**src/rtl/uart_tx_serializer_if.sv**
```systemverilog
// Read-side handshake between the synchronous TX FIFO and the UART serializer.
// The serializer is the master: it issues pops and consumes empty/data.
interface uart_tx_serializer_if #(
   parameter int DATA_WIDTH = 8
);
   logic                  fifo_pop;
   logic                  fifo_empty;
   logic [DATA_WIDTH-1:0] fifo_data_out;

   modport master (output fifo_pop, input fifo_empty, input fifo_data_out);
   modport slave  (input fifo_pop, output fifo_empty, output fifo_data_out);
endinterface

```
**src/rtl/uart_tx_serializer.sv**
```systemverilog
// UART transmit serializer: pops one FIFO byte per frame and shifts it out LSB-first.
// Optional parity bit between data and stop is enabled by defining UART_TX_PARITY_EN.
module uart_tx_serializer #(
   parameter int DATA_WIDTH   = 8,
   parameter int CLKS_PER_BIT = 16,
   parameter int STOP_BITS    = 1,
   parameter int PARITY_ODD   = 0
) (
   input  logic                 clock,
   input  logic                 reset,
   input  logic                 tx_enable,
   uart_tx_serializer_if.master fifo,
   output logic                 tx,
   output logic                 tx_busy,
   output logic                 tx_done
);

   localparam int DIV_W = $clog2(CLKS_PER_BIT);
   localparam int CNT_W = $clog2(DATA_WIDTH + 1);
   localparam logic [DIV_W-1:0] DIV_LAST  = DIV_W'(CLKS_PER_BIT - 1);
   localparam logic [CNT_W-1:0] DATA_LAST = CNT_W'(DATA_WIDTH - 1);
   localparam logic [CNT_W-1:0] STOP_LAST = CNT_W'(STOP_BITS - 1);

   if (CLKS_PER_BIT < 2) begin : g_bad_clks_per_bit
      $error("uart_tx_serializer: CLKS_PER_BIT must be at least 2");
   end
   if (STOP_BITS < 1 || STOP_BITS > 2) begin : g_bad_stop_bits
      $error("uart_tx_serializer: STOP_BITS must be 1 or 2");
   end
   if (PARITY_ODD < 0 || PARITY_ODD > 1) begin : g_bad_parity_odd
      $error("uart_tx_serializer: PARITY_ODD must be 0 or 1");
   end

   typedef enum logic [2:0] {
      ST_IDLE,
      ST_FETCH,
      ST_LOAD,
      ST_START,
      ST_DATA,
`ifdef UART_TX_PARITY_EN
      ST_PARITY,
`endif
      ST_STOP
   } state_t;

   state_t                state_q, state_d;
   logic [DIV_W-1:0]      div_q, div_d;
   logic [CNT_W-1:0]      cnt_q, cnt_d;
   logic [DATA_WIDTH-1:0] shift_q, shift_d;
   logic                  tx_q, tx_d;
   logic                  bit_end;
`ifdef UART_TX_PARITY_EN
   logic                  parity_q, parity_d;
`endif

   // State, timing counters and the line itself are all flops; tx comes from its
   // own register so the serial line never glitches on state transitions.
   always_ff @(posedge clock or posedge reset) begin
      if (reset) begin
         state_q  <= ST_IDLE;
         div_q    <= '0;
         cnt_q    <= '0;
         shift_q  <= '0;
         tx_q     <= 1'b1;
`ifdef UART_TX_PARITY_EN
         parity_q <= 1'b0;
`endif
      end else begin
         state_q  <= state_d;
         div_q    <= div_d;
         cnt_q    <= cnt_d;
         shift_q  <= shift_d;
         tx_q     <= tx_d;
`ifdef UART_TX_PARITY_EN
         parity_q <= parity_d;
`endif
      end
   end

   // Next-state and datapath; cnt_q counts data bits in DATA and stop bits in STOP.
   always_comb begin
      state_d  = state_q;
      div_d    = div_q;
      cnt_d    = cnt_q;
      shift_d  = shift_q;
      tx_d     = 1'b1;
`ifdef UART_TX_PARITY_EN
      parity_d = parity_q;
`endif
      bit_end  = (div_q == DIV_LAST);

      case (state_q)
         ST_IDLE: begin
            div_d = '0;
            cnt_d = '0;
            if (tx_enable && !fifo.fifo_empty) begin
               state_d = ST_FETCH;
            end
         end
         ST_FETCH: begin
            state_d = ST_LOAD;
         end
         ST_LOAD: begin
            shift_d  = fifo.fifo_data_out;
            div_d    = '0;
            cnt_d    = '0;
`ifdef UART_TX_PARITY_EN
            parity_d = (^fifo.fifo_data_out) ^ (PARITY_ODD != 0);
`endif
            state_d  = ST_START;
         end
         ST_START: begin
            if (bit_end) begin
               div_d   = '0;
               state_d = ST_DATA;
            end else begin
               div_d = div_q + DIV_W'(1);
            end
         end
         ST_DATA: begin
            if (bit_end) begin
               div_d   = '0;
               shift_d = shift_q >> 1;
               if (cnt_q == DATA_LAST) begin
                  cnt_d   = '0;
`ifdef UART_TX_PARITY_EN
                  state_d = ST_PARITY;
`else
                  state_d = ST_STOP;
`endif
               end else begin
                  cnt_d = cnt_q + CNT_W'(1);
               end
            end else begin
               div_d = div_q + DIV_W'(1);
            end
         end
`ifdef UART_TX_PARITY_EN
         ST_PARITY: begin
            if (bit_end) begin
               div_d   = '0;
               state_d = ST_STOP;
            end else begin
               div_d = div_q + DIV_W'(1);
            end
         end
`endif
         ST_STOP: begin
            if (bit_end) begin
               div_d = '0;
               if (cnt_q == STOP_LAST) begin
                  cnt_d   = '0;
                  state_d = (tx_enable && !fifo.fifo_empty) ? ST_FETCH : ST_IDLE;
               end else begin
                  cnt_d = cnt_q + CNT_W'(1);
               end
            end else begin
               div_d = div_q + DIV_W'(1);
            end
         end
         default: begin
            state_d = ST_IDLE;
         end
      endcase

      // Line level is derived from where the FSM will be next cycle.
      case (state_d)
         ST_START:  tx_d = 1'b0;
         ST_DATA:   tx_d = shift_d[0];
`ifdef UART_TX_PARITY_EN
         ST_PARITY: tx_d = parity_q;
`endif
         default:   tx_d = 1'b1;
      endcase
   end

   assign fifo.fifo_pop = (state_q == ST_FETCH);
   assign tx_busy       = (state_q != ST_IDLE);
   assign tx_done       = (state_q == ST_STOP) && bit_end && (cnt_q == STOP_LAST);
   assign tx            = tx_q;

endmodule
```
**src/flat_wrapper.sv**
```systemverilog
// flat-port wrapper written by rule: the top's interface ports become plain ports
module uart_tx_serializer_flat 
#(
   parameter int DATA_WIDTH   = 8,
   parameter int CLKS_PER_BIT = 16,
   parameter int STOP_BITS    = 1,
   parameter int PARITY_ODD   = 0
)
  (clock, reset, tx_enable, tx, tx_busy, tx_done, fifo_fifo_pop, fifo_fifo_empty, fifo_fifo_data_out);
  uart_tx_serializer_if #(.DATA_WIDTH(DATA_WIDTH)) fifo_i ();
  input  logic clock;
  input  logic reset;
  input  logic tx_enable;
  output logic tx;
  output logic tx_busy;
  output logic tx_done;
  output wire logic [$bits(fifo_i.fifo_pop)-1:0] fifo_fifo_pop;
  input wire logic [$bits(fifo_i.fifo_empty)-1:0] fifo_fifo_empty;
  input wire logic [$bits(fifo_i.fifo_data_out)-1:0] fifo_fifo_data_out;
  assign fifo_fifo_pop = fifo_i.fifo_pop;
  assign fifo_i.fifo_empty = fifo_fifo_empty;
  assign fifo_i.fifo_data_out = fifo_fifo_data_out;
  uart_tx_serializer #(.DATA_WIDTH(DATA_WIDTH), .CLKS_PER_BIT(CLKS_PER_BIT), .STOP_BITS(STOP_BITS), .PARITY_ODD(PARITY_ODD)) u_core (.clock(clock), .reset(reset), .tx_enable(tx_enable), .fifo(fifo_i), .tx(tx), .tx_busy(tx_busy), .tx_done(tx_done));
endmodule
```
**config.mk**
```make
export PLATFORM = sky130hd
export DESIGN_NAME = uart_tx_serializer_flat
export DESIGN_NICKNAME = d
export VERILOG_FILES = /design/src/rtl/uart_tx_serializer_if.sv /design/src/rtl/uart_tx_serializer.sv /design/src/flat_wrapper.sv
export SDC_FILE = /design/constraint.sdc
export NUM_CORES = 1
export LEC_CHECK = 0
export CORE_MARGIN = 5
export CORE_UTILIZATION = 30
export DETAILED_ROUTE_END_ITERATION = 7
export MAX_ROUTING_LAYER = met4
export PLACE_DENSITY = 0.45
export SYNTH_ARGS = -nofsm -noshare
export SYNTH_HDL_FRONTEND = slang
export SYNTH_SLANG_ARGS = --single-unit
```
**constraint.sdc**
```tcl
create_clock -name clock -period 2.52 [get_ports clock]
set_clock_uncertainty 0.2 [all_clocks]
set_input_delay 0.504 -clock clock [delete_from_list [all_inputs] [get_ports clock]]
set_output_delay 0.504 -clock clock [all_outputs]
set_load 0.005 [all_outputs]
```
==> run_results.csv, run 1 <==
group,metric,value,unit
outcome,status,"completed",
placed_design,io_buffers,15,
clocking,cts_root_buf,"clkbuf_8",
timing,tightest_slew,0.4000,ns
yosys,synth_top_area_cell,"dfrtp_1",
global_routing,grt_start_max_net_pins,21,
floorplan,rows,23,
drt,drc,0,
timing,clock.fmax,0.4187,GHz
pwr,cellPowerDensity,451.4,nW/µm²
worst_setup_path,max_stage_delay,0.48,ns
cells_and_area,most-common-layout-cells,"dfrtp_1 (19), clkdlybuf4s50_1 (14), buf_4 (12)",
drt,first_iter_violations,22,
worst_hold_path,hp-class,"register to register",
pwr,vdd_drop_max,191.2,µV
yosys,ys_top_cells_by_area,"dfrtp_1 (40%), a22o_1 (5.1%), a21o_1 (4.4%)",
floorplan,die_area,5330,µm²
clocking,cts_tree,"done",
global_routing,grt_use_total,11.54,%
timing,rsz0062_at_grt,"no",
timing,timing.final.crit_share,94.77,%
worst_hold_path,min_delay_path_depth,1,
placed_design,place_congestion,0.7754,
yosys,synth_fp_nets,134,
cells_and_area,diodes,0,
drt,dr_wl_met3,60,µm
cells_and_area,postLayoutCellArea,1533,µm²
yosys,yosys_warnings,0,
drt,wl_met1,1283,µm
worst_setup_path,crit_cells,4,
yosys,ys_types,43,
drt,vias_per_cell,4.979,
timing,slew_headroom,73.25,%
global_routing,grt_pass1_vias,938,
cells_and_area,stdcell_count,194,
worst_setup_path,start_kind,"register",
pwr,p_leak,0.7114,nW
clocking,ctsHoldBuffers,0,
drt,dr_total_vias,966,
yosys,syn_area,1191,µm²
cells_and_area,fin_util,39.16,%
yosys,async_flop_share,100.0,%
yosys,syn_inst,119,
job,max-cap-violations,0,
timing,timing_hold_violations_final,0,
cells_and_area,nets,160,
worst_setup_path,arrival,1.68,ns
clocking,htree_levels,1,
worst_setup_path,crit_fanout,8,
clocking,cts_sinks,20,
global_routing,grt.overflow.total,0,
worst_setup_path,critical_path.cell_chain,"buf_4, nor2_1, nand2_1, clkdlybuf4s50_1",
yosys,syn_avg_cell_area,10.01,µm²
cells_and_area,final_common_cell,"dfrtp_1",
timing,fin_crit,2.388,ns
yosys,synth_edf_count,0,
drt,drt-pass1-iter-count,4,
yosys,yosysSeqAreaShare,42.12,%
worst_setup_path,critPathTopFamily,"buffers and inverters",
placed_design,dp_slack,0.2246,ns
placed_design,place_inst,185,
timing,finalSetupViolations,0,
yosys,synth_ff_type,"dfrtp_1",
worst_setup_path,worstSetupPathType,"register to output pin",
clocking,cts_buffers,3,
timing,setup_ws,0.1319,ns
clocking,path_clk_slew,0.08,ns
timing,drv_slew,0,
timing,timing.hold.ws,0.2827,ns
drt,antenna_left,0,
floorplan,pin_count,16,
cells_and_area,drive_above_1_share,20.83,%
worst_setup_path,required,1.82,ns
yosys,synth.ff_latch_count,20,
floorplan,die_w,73.01,µm
placed_design,dpl_cell_area,1406,µm²
clocking,ctsLongestPathBuffers,2,
drt,wl,2749,µm
yosys,synth.top_cell.area_share,39.92,%
floorplan,start_util,30.43,%
placed_design,hpwl,2004,µm
global_routing,antenna_found_initial,0,
worst_setup_path,cp-end-kind,"output pin",
worst_setup_path,reg2regPathDepth,5,
cells_and_area,syn2layout_area_growth,28.68,%
drt,dr_wl_met2,1396,µm
floorplan,die_h,73.01,µm
drt,avgRoutedWirePerCell,14.17,µm
worst_setup_path,cp_slowest_cell,"dfrtp_1",
floorplan,core,3914,µm²
timing,tns,0,ns
drt,top_layer_used,"met4",
global_routing,grt_pass1_wl,4685,µm
worst_setup_path,path_buf_inv,2,
clocking,clkLatencyLatePin,0.26,ns
pwr,p_total,691.8,µW
==> where the power goes <==
part           switching [mW]  internal [mW]
Clock                   0.111          0.212
Combinational          0.0128         0.0255
Sequential            0.00309          0.328
==> kinds of logic after synthesis <==
group                    after synthesis  synth area share (%)
AND/OR/NAND/NOR                       45                 23.95
AO/OA/AOI/OAI                         37                 24.06
flip-flops                            20                 42.12
buffers and inverters                 14                 6.722
adder cells (fa/ha/maj)                3                 3.152
==> worst register-to-register path: cells and delay by family (launching register included) <==
family	cells	cell delay (ns)
DFF	1	0.51
AOI/OAI and AO/OA	1	0.21
and+or+nand+nor	3	0.68
buffers and inverters	1	0.21
==> cell type report <==
type	instances	area [µm²]
multi-input combinational	85	624.3
inverter	8	30.03
tap	50	62.56
clock buffer	3	41.29
clock inverter	1	30.03
timing repair buffer	27	242.7
sequential	20	501.7
fill	413	2381
==> routing by layer <==
metal / global-route usage (%) / vias to the layer above
li1: - / 490
met1: 15.31 / 466
met2: 17.78 / 8
met3: 2.204 / 2
met4: 3.484 / 0
met5: - / -
==> sequential cells by signal, summed over array words and instances, names as in the netlist <==
register / flops
u_core.state_q: 3
u_core.cnt_q: 4
u_core.shift_q: 8
u_core.tx: 1
u_core.div_q: 4
==> Yosys cell counts, types with 2 or more instances <==
library cell	n
nor2_1	7
o22ai_1	2
nand2b_1	4
a22o_1	7
dfrtp_1	19
a21oi_1	3
ha_1	3
nand2_1	9
a21o_1	7
nand3_1	7
a221oi_1	4
nand4b_1	2
buf_6	3
inv_1	8
o21ai_0	5
or2_2	2
==> path summary, 6_finish.rpt <==
kind | from | end | slack (ns)
worst max register to register | u_core.state_q[2] | u_core.shift_q[2] | 0.61
worst max-delay path | u_core.state_q[2] | tx_busy | 0.13
min in group asynchronous | reset | u_core.cnt_q[2] | 0.36
worst min register to register | u_core.shift_q[5] | u_core.shift_q[5] | 0.28
max in group asynchronous | reset | u_core.tx | 1.48
worst min-delay path | u_core.shift_q[5] | u_core.shift_q[5] | 0.28
==> repair_timing <==
action                                  CTS  global route
gates cloned                              0             0
pin swaps                                 0             1
buffers inserted                          1             4
endpoints found under the setup margin    1             1
gates resized for setup                   2             2
(Power assumes the default switching activity.)
==> run 2: changes to the inputs <==
--- a/config.mk
+++ b/config.mk
@@ -8,6 +8,7 @@
 export CORE_MARGIN = 5
 export CORE_UTILIZATION = 30
 export DETAILED_ROUTE_END_ITERATION = 7
+export HOLD_SLACK_MARGIN = 0.03
 export MAX_ROUTING_LAYER = met4
 export PLACE_DENSITY = 0.45
 export SYNTH_ARGS = -nofsm -noshare
==> results of run 2 <==
Same layout as run 1: the final DEF is identical, and so are final timing and power.
==> run 3: changes to the inputs <==
--- a/config.mk
+++ b/config.mk
@@ -7,6 +7,7 @@
 export LEC_CHECK = 0
 export CORE_MARGIN = 5
 export CORE_UTILIZATION = 30
+export CTS_CLUSTER_SIZE = 8
 export DETAILED_ROUTE_END_ITERATION = 7
 export HOLD_SLACK_MARGIN = 0.03
 export MAX_ROUTING_LAYER = met4
==> results of run 3 <==
Same layout as run 1: the final DEF is identical, and so are final timing and power.
